[src/rtl/jtopl_wrseq_pkg.sv]
// -----------------------------------------------------------------------------
// jtopl_wrseq_pkg
// Shared types and constants for the JTOPL host write sequencer.
//   wrseq_state_e  : sequencer FSM states
//   REQ_W          : width of one queued request word {reg, val}
//   OPL_ADDR_WAIT  : default YM3812 post-address wait, in cen ticks
//   OPL_DATA_WAIT  : default YM3812 post-data wait, in cen ticks
//   max_int()      : elaboration-time helper used to size the wait counter
// -----------------------------------------------------------------------------
package jtopl_wrseq_pkg;

    typedef enum logic [2:0] {
        ST_IDLE  = 3'd0,
        ST_ADDR  = 3'd1,
        ST_AWAIT = 3'd2,
        ST_DATA  = 3'd3,
        ST_DWAIT = 3'd4
    } wrseq_state_e;

    localparam int REQ_W         = 16;
    localparam int OPL_ADDR_WAIT = 12;
    localparam int OPL_DATA_WAIT = 84;

    function automatic int max_int(input int a, input int b);
        if (a > b) begin
            return a;
        end else begin
            return b;
        end
    endfunction

endpackage

[src/rtl/jtopl_wrseq_fifo.sv]
// -----------------------------------------------------------------------------
// jtopl_wrseq_fifo
// Synchronous first-word-fall-through FIFO holding {reg, val} write requests.
// Ports:
//   clk, rst     : clock, synchronous active-high reset
//   push, din    : write request (ignored when full or flushing)
//   pop, dout    : read request; dout always shows the oldest entry
//   flush        : drop every stored entry on this edge (wins over push/pop)
//   level        : current occupancy, 0 .. 2^DEPTH_LOG2
//   full, empty  : occupancy flags
// -----------------------------------------------------------------------------
module jtopl_wrseq_fifo
    import jtopl_wrseq_pkg::*;
#(
    parameter int DEPTH_LOG2 = 4
)(
    input  logic                  clk,
    input  logic                  rst,
    input  logic                  push,
    input  logic                  pop,
    input  logic                  flush,
    input  logic [REQ_W-1:0]      din,
    output logic [REQ_W-1:0]      dout,
    output logic [DEPTH_LOG2:0]   level,
    output logic                  full,
    output logic                  empty
);

    localparam int DEPTH = 1 << DEPTH_LOG2;
    localparam int PTR_W = DEPTH_LOG2;
    localparam int LVL_W = DEPTH_LOG2 + 1;

    logic [REQ_W-1:0] mem_r [DEPTH];
    logic [PTR_W-1:0] wr_ptr_r;
    logic [PTR_W-1:0] rd_ptr_r;
    logic [LVL_W-1:0] level_r;
    logic             push_s;
    logic             pop_s;

    assign full   = (level_r == LVL_W'(DEPTH));
    assign empty  = (level_r == LVL_W'(0));
    assign push_s = push && !full && !flush;
    assign pop_s  = pop && !empty && !flush;
    assign level  = level_r;
    assign dout   = mem_r[rd_ptr_r];

    // Storage array write port; contents need no reset since level gates reads.
    always_ff @(posedge clk) begin
        if (push_s) begin
            mem_r[wr_ptr_r] <= din;
        end
    end

    // Pointer and occupancy tracking; flush empties the queue in one edge.
    always_ff @(posedge clk) begin
        if (rst) begin
            wr_ptr_r <= PTR_W'(0);
            rd_ptr_r <= PTR_W'(0);
            level_r  <= LVL_W'(0);
        end else if (flush) begin
            wr_ptr_r <= PTR_W'(0);
            rd_ptr_r <= PTR_W'(0);
            level_r  <= LVL_W'(0);
        end else begin
            if (push_s) begin
                wr_ptr_r <= wr_ptr_r + PTR_W'(1);
            end
            if (pop_s) begin
                rd_ptr_r <= rd_ptr_r + PTR_W'(1);
            end
            case ({push_s, pop_s})
                2'b10:   level_r <= level_r + LVL_W'(1);
                2'b01:   level_r <= level_r - LVL_W'(1);
                default: level_r <= level_r;
            endcase
        end
    end

endmodule

[src/rtl/jtopl_wrseq.sv]
// -----------------------------------------------------------------------------
// jtopl_wrseq
// Host-side write sequencer for the JTOPL core. Queues (register, value)
// requests and replays each as an OPL address write followed by a data write,
// inserting the chip's post-address / post-data waits counted in cen ticks.
// Ports:
//   clk, rst              : clock, synchronous active-high reset
//   cen                   : OPL clock enable (same one the core uses)
//   req_valid/req_ready   : request handshake; req_reg/req_val are the payload
//   flush                 : drop queued requests (the one in flight finishes)
//   busy                  : queue not empty or a write sequence in progress
//   level                 : queue occupancy
//   opl_write/addr/dout   : one-clk write strobe, phase select, data bus
// Build option:
//   JTOPL_WRSEQ_ADDR_CACHE_EN : remember the last register addressed and skip
//                               the address phase when it is written again.
// -----------------------------------------------------------------------------
module jtopl_wrseq
    import jtopl_wrseq_pkg::*;
#(
    parameter int DEPTH_LOG2 = 4,
    parameter int ADDR_WAIT  = OPL_ADDR_WAIT,
    parameter int DATA_WAIT  = OPL_DATA_WAIT
)(
    input  logic                  rst,
    input  logic                  clk,
    input  logic                  cen,
    input  logic                  req_valid,
    output logic                  req_ready,
    input  logic [7:0]            req_reg,
    input  logic [7:0]            req_val,
    input  logic                  flush,
    output logic                  busy,
    output logic [DEPTH_LOG2:0]   level,
    output logic                  opl_write,
    output logic                  opl_addr,
    output logic [7:0]            opl_dout
);

    localparam int CNT_W = $clog2(max_int(ADDR_WAIT, DATA_WAIT) + 1);
    localparam int LVL_W = DEPTH_LOG2 + 1;

    wrseq_state_e     state_r;
    wrseq_state_e     state_nx_s;
    logic [CNT_W-1:0] cnt_r;
    logic [CNT_W-1:0] cnt_nx_s;
    logic [7:0]       h_reg_r;
    logic [7:0]       h_reg_nx_s;
    logic [7:0]       h_val_r;
    logic [7:0]       h_val_nx_s;
    logic             settled_r;
    logic             push_s;
    logic             pop_s;
    logic             strobe_s;
    logic             cache_hit_s;
    logic [REQ_W-1:0] fifo_dout_s;
    logic             fifo_full_s;
    logic             fifo_empty_s;
    logic [LVL_W-1:0] level_nx_s;

    assign req_ready = !fifo_full_s && !flush;
    assign push_s    = req_valid && req_ready;

    jtopl_wrseq_fifo #(
        .DEPTH_LOG2 (DEPTH_LOG2)
    ) u_fifo (
        .clk   (clk),
        .rst   (rst),
        .push  (push_s),
        .pop   (pop_s),
        .flush (flush),
        .din   ({req_reg, req_val}),
        .dout  (fifo_dout_s),
        .level (level),
        .full  (fifo_full_s),
        .empty (fifo_empty_s)
    );

`ifdef JTOPL_WRSEQ_ADDR_CACHE_EN
    logic [7:0] last_reg_r;
    logic       last_ok_r;

    // Remember the register latched by the most recent address strobe; flush keeps it.
    always_ff @(posedge clk) begin
        if (rst) begin
            last_reg_r <= 8'h00;
            last_ok_r  <= 1'b0;
        end else if (state_r == ST_ADDR) begin
            last_reg_r <= h_reg_r;
            last_ok_r  <= 1'b1;
        end
    end

    assign cache_hit_s = last_ok_r && (fifo_dout_s[15:8] == last_reg_r);
`else
    assign cache_hit_s = 1'b0;
`endif

    // Sequencer next-state, wait counter and holding-register update.
    always_comb begin
        state_nx_s = state_r;
        cnt_nx_s   = cnt_r;
        h_reg_nx_s = h_reg_r;
        h_val_nx_s = h_val_r;
        pop_s      = 1'b0;
        case (state_r)
            ST_IDLE: begin
                // settled_r forces one full idle cycle between consecutive
                // write pairs; a flush in this cycle takes priority over a pop.
                if (!fifo_empty_s && settled_r && !flush) begin
                    pop_s      = 1'b1;
                    h_reg_nx_s = fifo_dout_s[15:8];
                    h_val_nx_s = fifo_dout_s[7:0];
                    if (cache_hit_s) begin
                        state_nx_s = ST_DATA;
                    end else begin
                        state_nx_s = ST_ADDR;
                    end
                end else begin
                    state_nx_s = ST_IDLE;
                end
            end
            ST_ADDR: begin
                // A cen landing on the strobe cycle is intentionally not counted.
                cnt_nx_s   = CNT_W'(ADDR_WAIT);
                state_nx_s = ST_AWAIT;
            end
            ST_AWAIT: begin
                if (cen && (cnt_r == CNT_W'(1))) begin
                    state_nx_s = ST_DATA;
                end else if (cen) begin
                    cnt_nx_s = cnt_r - CNT_W'(1);
                end else begin
                    cnt_nx_s = cnt_r;
                end
            end
            ST_DATA: begin
                cnt_nx_s   = CNT_W'(DATA_WAIT);
                state_nx_s = ST_DWAIT;
            end
            ST_DWAIT: begin
                if (cen && (cnt_r == CNT_W'(1))) begin
                    state_nx_s = ST_IDLE;
                end else if (cen) begin
                    cnt_nx_s = cnt_r - CNT_W'(1);
                end else begin
                    cnt_nx_s = cnt_r;
                end
            end
            default: begin
                state_nx_s = ST_IDLE;
            end
        endcase
    end

    // Occupancy after this edge, used so busy can be registered without lag.
    always_comb begin
        level_nx_s = level;
        if (flush) begin
            level_nx_s = LVL_W'(0);
        end else if (push_s && !pop_s) begin
            level_nx_s = level + LVL_W'(1);
        end else if (!push_s && pop_s) begin
            level_nx_s = level - LVL_W'(1);
        end else begin
            level_nx_s = level;
        end
    end

    assign strobe_s = (state_nx_s == ST_ADDR) || (state_nx_s == ST_DATA);

    // State, counter, holding registers and registered OPL-side outputs.
    // Outputs are computed from the next state so they line up with it.
    always_ff @(posedge clk) begin
        if (rst) begin
            state_r   <= ST_IDLE;
            cnt_r     <= CNT_W'(0);
            h_reg_r   <= 8'h00;
            h_val_r   <= 8'h00;
            settled_r <= 1'b1;
            busy      <= 1'b0;
            opl_write <= 1'b0;
            opl_addr  <= 1'b0;
            opl_dout  <= 8'h00;
        end else begin
            state_r   <= state_nx_s;
            cnt_r     <= cnt_nx_s;
            h_reg_r   <= h_reg_nx_s;
            h_val_r   <= h_val_nx_s;
            settled_r <= (state_r == ST_IDLE);
            busy      <= (level_nx_s != LVL_W'(0)) || (state_nx_s != ST_IDLE);
            opl_write <= strobe_s;
            if (state_nx_s == ST_ADDR) begin
                opl_addr <= 1'b0;
                opl_dout <= h_reg_nx_s;
            end else if (state_nx_s == ST_DATA) begin
                opl_addr <= 1'b1;
                opl_dout <= h_val_nx_s;
            end
        end
    end

endmodule
[config.mk]
export PLATFORM = sky130hd
export DESIGN_NAME = jtopl_wrseq
export DESIGN_NICKNAME = d
export VERILOG_FILES = /design/src/rtl/jtopl_wrseq_pkg.sv /design/src/rtl/jtopl_wrseq_fifo.sv /design/src/rtl/jtopl_wrseq.sv
export SDC_FILE = /design/constraint.sdc
export NUM_CORES = 1
export LEC_CHECK = 0
export ABC_AREA = 1
export CAP_MARGIN = 25
export CORE_MARGIN = 3
export CORE_UTILIZATION = 50
export DETAILED_ROUTE_END_ITERATION = 12
export GPL_ROUTABILITY_DRIVEN = 1
export PLACE_DENSITY = 0.77
export SYNTH_ARGS = -nofsm -noshare
export SYNTH_HDL_FRONTEND = slang
export SYNTH_SLANG_ARGS = --single-unit
[constraint.sdc]
create_clock -name clk -period 3 [get_ports clk]
set_input_delay 0.6 -clock clk [delete_from_list [all_inputs] [get_ports clk]]
set_output_delay 0.6 -clock clk [all_outputs]
set_load 0.1 [all_outputs]
# Word-level counts from Yosys, hierarchy flattened
# Memory sizes are Yosys's and may differ from the RTL's. A register that Yosys moved wholly into a read port is not among the register bits.
# Index checks and enable logic that the tools add are counted.
dict set report word_totals {
  ff_bits 51
  mem_bits_rw 256
  inputBits 21
  output_inout_bits 17
  wordCells 82
  memories 1
}
# memory depth word_bits rd rd_ports_with_merged_regs write_ports line
set memory_table {}
lappend memory_table {u_fifo.mem_r 16 16 1 1 1 jtopl_wrseq_fifo.sv:33} ;# logic [REQ_W-1:0] mem_r [DEPTH];
dict set report classes {
  add_sub_neg 5
  eq_ne 12
  muxes 23
  reduce_logical 29
}
# op n
set ops {}
lappend ops {{8-bit 2-to-1 mux} 6}
lappend ops {{7-bit case mux with 3 select lines} 1}
lappend ops {{5-bit 2-to-1 mux} 3}
lappend ops {{3-bit case mux with 5 select lines} 1}
lappend ops {{7-bit 2-to-1 mux} 2}
lappend ops {{1-bit logical AND} 11}
lappend ops {{5-bit case mux with 2 select lines} 1}
lappend ops {{3-bit by 2-bit == test with 1-bit output, second input constant} 3}
lappend ops {{4-bit by 1-bit adder with 4-bit output, second input constant} 2}
lappend ops {{4-bit 2-to-1 mux} 2}
lappend ops {{7-bit by 1-bit == test with 1-bit output, second input constant} 1}
lappend ops {{7-bit by 1-bit subtractor with 7-bit output, second input constant} 1}
lappend ops {{3-bit by 1-bit == test with 1-bit output, second input constant} 2}
lappend ops {{3-bit 2-to-1 mux} 2}
lappend ops {{3-bit nonzero test} 2}
lappend ops {{2-bit OR reduction} 3}
lappend ops {{5-bit by 1-bit adder with 5-bit output, second input constant} 1}
lappend ops {{5-bit == test, second input constant} 1}
lappend ops {{1-bit logical NOT} 5}
lappend ops {{5-bit logical NOT} 1}
lappend ops {{1-bit 2-to-1 mux} 5}
lappend ops {{5-bit nonzero test} 1}
lappend ops {{5-bit by 1-bit subtractor with 5-bit output, second input constant} 1}
lappend ops {{2-bit nonzero test} 2}
lappend ops {{8 further kinds} 9}

# Longest topological paths before layout
dict set report depth {
  ltp_word 12
  depth_mapped 14
  mapped_depth_nobuf 12
}

# Hierarchy
# A second synthesis with hierarchy kept.
dict set report hier_totals {
  hier_cells 1069
  area_unflattened_um2 12924.9
}
# mod instances cells_each area_per_inst_um2 seq_area_each_um2
set modules_own_cells {}
lappend modules_own_cells {jtopl_wrseq_fifo 1 818 11244.5 8027.7}
lappend modules_own_cells {jtopl_wrseq 1 251 1680.4 600.6}

# Worst setup path before layout
# OpenSTA, ideal clock, no wires.
dict set report synth_timing {
  path_type {register -> register}
  startpoint {register u_fifo.level_r[0], in the netlist u_fifo.level[0]}
  endpoint {memory u_fifo.mem_r[0][0] (enable)}
  setup_ns 0.388
  t_arrival_ns 3.527
  required_time_ns 2.612
  slack_ns -0.915
  path_stages_with_launch 10
  path_buffers 0
  synth_period_minus_slack_ns 3.915
  cell_sequence {dfxtp_1 inv_1 ha_1 nand3_1 nand2_1 inv_1 nand2_1 inv_1 nand2_1 nor2_1}
}
dict set report synth_between {
  elab_chain_cells 8
}
# element line
set synth_lines {}
lappend synth_lines {{start, declared} jtopl_wrseq_fifo.sv:36} ;# logic [LVL_W-1:0] level_r;
lappend synth_lines {{start signal, assigned} jtopl_wrseq_fifo.sv:72} ;# 2'b10: level_r <= level_r + LVL_W'(1);
lappend synth_lines {{start signal, assigned} jtopl_wrseq_fifo.sv:73} ;# 2'b01: level_r <= level_r - LVL_W'(1);
lappend synth_lines {{start signal, assigned} jtopl_wrseq_fifo.sv:74} ;# default: level_r <= level_r;
lappend synth_lines {{5-bit == test} jtopl_wrseq_fifo.sv:40} ;# assign full = (level_r == LVL_W'(DEPTH));
lappend synth_lines {{1-bit logical NOT} jtopl_wrseq.sv:61} ;# assign req_ready = !fifo_full_s && !flush;
lappend synth_lines {{1-bit logical AND} jtopl_wrseq.sv:61}
lappend synth_lines {{named net req_ready} jtopl_wrseq.sv:29} ;# output logic req_ready,
lappend synth_lines {{1-bit logical AND} jtopl_wrseq.sv:62} ;# assign push_s = req_valid && req_ready;
lappend synth_lines {{1-bit logical AND (2 in series)} jtopl_wrseq_fifo.sv:42} ;# assign push_s = push && !full && !flush;
lappend synth_lines {{1-bit 2-to-1 mux} jtopl_wrseq_fifo.sv:49} ;# if (push_s) begin
lappend synth_lines {{1-bit 2-to-1 mux (not written as such)} jtopl_wrseq_fifo.sv:50} ;# mem_r[wr_ptr_r] <= din;
lappend synth_lines {{end, declared} jtopl_wrseq_fifo.sv:33}
# The timed path passes the listed nets, and every way through them passes these cells.

# Worst setup path in the final report
dict set report layout_timing {
  startpoint {register u_fifo.level_r[0], in the netlist u_fifo.level[0]}
  endpoint {memory u_fifo.mem_r[13][10] (enable)}
}
dict set report layout_between {
  elab_chain_cells 8
}
# element line
set layout_lines {}
lappend layout_lines {{5-bit == test *} jtopl_wrseq_fifo.sv:40}
lappend layout_lines {{1-bit logical NOT *} {jtopl_wrseq_fifo.sv:42, jtopl_wrseq.sv:61}}
lappend layout_lines {{1-bit logical AND} jtopl_wrseq.sv:61}
lappend layout_lines {{1-bit logical AND} jtopl_wrseq.sv:62}
lappend layout_lines {{1-bit logical AND * (2 in series)} jtopl_wrseq_fifo.sv:42}
lappend layout_lines {{1-bit 2-to-1 mux *} jtopl_wrseq_fifo.sv:49}
lappend layout_lines {{1-bit 2-to-1 mux (not written as such) *} jtopl_wrseq_fifo.sv:50}
# Mark *: on every way between the ends. The rest lies on a longest branch, timed or not.

==> metrics <==
setup_tns 0 ns; CTS tree done; outcome finished clean; endpoints failing setup 0; # resized after CTS 0; fillcell total 2006; hold endpoint opl_dout[2]; ANT cells 0; Max Root-Sink Buffers 3; Hold WC Path Type reg2reg; TritonCTS buffer count 31; design area 0.0145 mm2; drt first-iter violations 1209; H-tree depth 1; Synth Area in Compound Gates 9.39%; R2R cell count 10; post-synthesis xor/xnor area fraction 0.345%; die height 165 um; Critical R2R Capture u_fifo.mem_r[13][10]; fin crit share 80.5%; Starting Density 51.5%; worst skew pair latency 0.56 ns; cell count after synthesis 1140; Worst Hold Slack 0.471 ns; DP Area 0.0135 mm2; CORE AREA 0.0247 mm2; Least-Margin Pin Slew 0.923 ns; Critical Path Start Type flip-flop; register area share after synthesis 68.8%; fmax 414 MHz; # Max-Cap Violations 0; global-route wire length before repair 49100 um; Synth Area in Adders 1.08%; Root Buffer clkbuf_16; simple-gate share of the synthesized area 15.6%; DIE AREA 0.0274 mm2; Setup Buffers After CTS 0; Syn. warnings 0; port bufs 37; fraction of final layout cells sized beyond drive strength 1 12.0%; Global Route Usage Sum 23.9%; DRT Pass-1 Iters 5; row count 57; Placer Congestion 0.912; Critical Path End Type flip-flop; CP required 3.22 ns; boundary pin count 38; clock skew 0.0298 ns; flop2flop setup slack 0.59 ns; vias per cell 5.84; WHS Path Cells 2; Critical Setup Path Class reg2reg; RSZ-0062 raised after global routing no; gr ovfl total 0; syn_area_per_cell 11.1 um2; final count of hold timing violations 0; antenna violations before repair 0; max-slew violations 0; Leak 5.23 nW; vias in the first global route 8605; Final Power 0.00968 W; pwr/cell area 666 mW/mm2; Synth Register Bits 309; CTS Hold Bufs 0; Area Overhead vs Synth 14.4%; post-detail-place hpwl 19700 um; hold_sp opl_dout[2]; fin cells 1533; number of distinct library cells after synthesis 32; Slew headroom 38.3%; routed wire length 32300 um; via count 8949; mux cell area share after synthesis 0%; crit path max fanout 16; Reg clk slew, reported paths 0.06 ns; Syn Nets 1172; Cell Area, Synth 0.0127 mm2; R2R Path Start u_fifo.level[0]; final worst path period need 2.41 ns; largest net degree at the start of global routing 131; wire per inst 21.1 um; Max IR drop VDD 0.560 mV; Placed Instances 1475; drt drc 0; clk sinks 309; largest family of logic cells by synthesized area simple AND/OR/NAND/NOR gates; Horiz. Die Dim 165 um; Worst EP arrival 2.64 ns; antenna-violating nets left 0; # nets final 1216
-- per-layer routing --
layer	track usage (%)	routed length (um)
met5	0	0
met4	7.67	988
met3	4.32	3290
met2	38.5	15200
met1	33.4	12800
-- logic make-up after synthesis --
family          after synthesis
simple gates                475
flops                       309
compound gates              214
buf+inv                     126
fa+ha+maj                    11
xor+xnor                      5
-- synth_stat cells (all sizes together) --
cell type	n	share of area, %
clkbuf	27	0.80
inv	64	1.9
clkinv	1	0.030
or2	7	0.34
o31ai	2	0.12
nand4	3	0.15
nor2	244	7.3
buf	34	2.0
nor3	4	0.16
o211ai	34	2.0
nand2	101	3.0
nand3b	1	0.059
o221ai	1	0.069
o21a	9	0.53
edfxtp	256	60
ha	11	1.1
a211oi	1	0.059
a31oi	1	0.049
nand3	115	4.5
xor2	5	0.34
a22oi	1	0.059
a21oi	25	0.98
dfxtp	53	8.3
o21ai	140	5.5
-- critical path, stage by stage, from the launching register on --
cell        delay [ns]
dfxtp_2           0.37
inv_1             0.12
ha_1              0.23
nand3_1           0.09
nand2_1           0.08
clkinvlp_4        0.10
nand2_1           0.16
inv_1             0.21
nand2_1           0.29
nor2_2            0.17
buf_4             0.28
-- where the power goes --
group          leakage, nW  total, W  internal, W  switching (W)
sequential            2.74   0.00474      0.00470      0.0000325
combinational         1.97  0.000883     0.000241       0.000642
clock                0.528   0.00406      0.00246        0.00160
-- placed cells by master (no fill, tap or decap), types with 2 or more instances in the layout --
master	n
clkbuf_2	2
inv_1	59
o21ai_1	13
xor2_1	5
dfxtp_1	47
ha_1	11
buf_12	4
or2_2	7
o211ai_1	34
clkinvlp_4	4
clkinv_2	2
o21a_1	9
a21oi_1	25
o21ai_0	127
nand3_1	115
nand2_2	3
edfxtp_1	256
clkdlybuf4s50_1	20
nor3_1	4
nor2_1	223
clkbuf_16	31
inv_2	4
nand2_1	98
buf_4	48
clkbuf_8	5
clkinv_1	4
bufinv_16	5
clkbuf_1	4
o31ai_1	2
nand4_1	3
dfxtp_2	5
nor2_2	20
-- sequential cells by signal, summed over array words and instances (netlist names), named ones only --
signal and cells:
cnt_r 7, h_val_r 8, state_r 3, u_fifo.wr_ptr_r 4, h_reg_r 6, opl_addr 1
opl_write 1, u_fifo.rd_ptr_r 4, opl_dout 8, u_fifo.mem_r 256, settled_r 1, u_fifo.level 5
busy 1
-- worst max path at each step --
stage	startpoint	to	slack (ns)	depth (start not counted)
2_1_floorplan	u_fifo.level[0]	u_fifo.mem_r[0][0]	0.03	9
3_3_place_gp	flush	u_fifo.mem_r[0][7]	0.41	9
5_1_grt	u_fifo.level[0]	u_fifo.mem_r[13][11]	0.47	10
6_report	u_fifo.level[0]	u_fifo.mem_r[13][10]	0.59	10
3_5_place_dp	flush	u_fifo.mem_r[13][11]	0.33	9
4_1_cts	u_fifo.level[0]	u_fifo.mem_r[13][11]	0.64	10
-- final cells by class --
cell class	count	area (um2)	share of cell area, %
clock inverter	16	218	1.50
timing repair buffer	72	641	4.41
sequential	309	8760	60.2
tap	324	405	2.79
clock buffer	42	870	5.98
inverter	65	248	1.70
multi-input combinational	705	3400	23.4
-- per-stage QoR --
stage	setup WS, ns	util [%]
3_3_place_gp	0.408	54.5
6_report	0.586	58.9
4_1_cts	0.643	58.9
3_5_place_dp	0.335	54.5
2_1_floorplan	0.0286	-
5_1_grt	0.471	58.9
(Power assumes the default switching activity.)
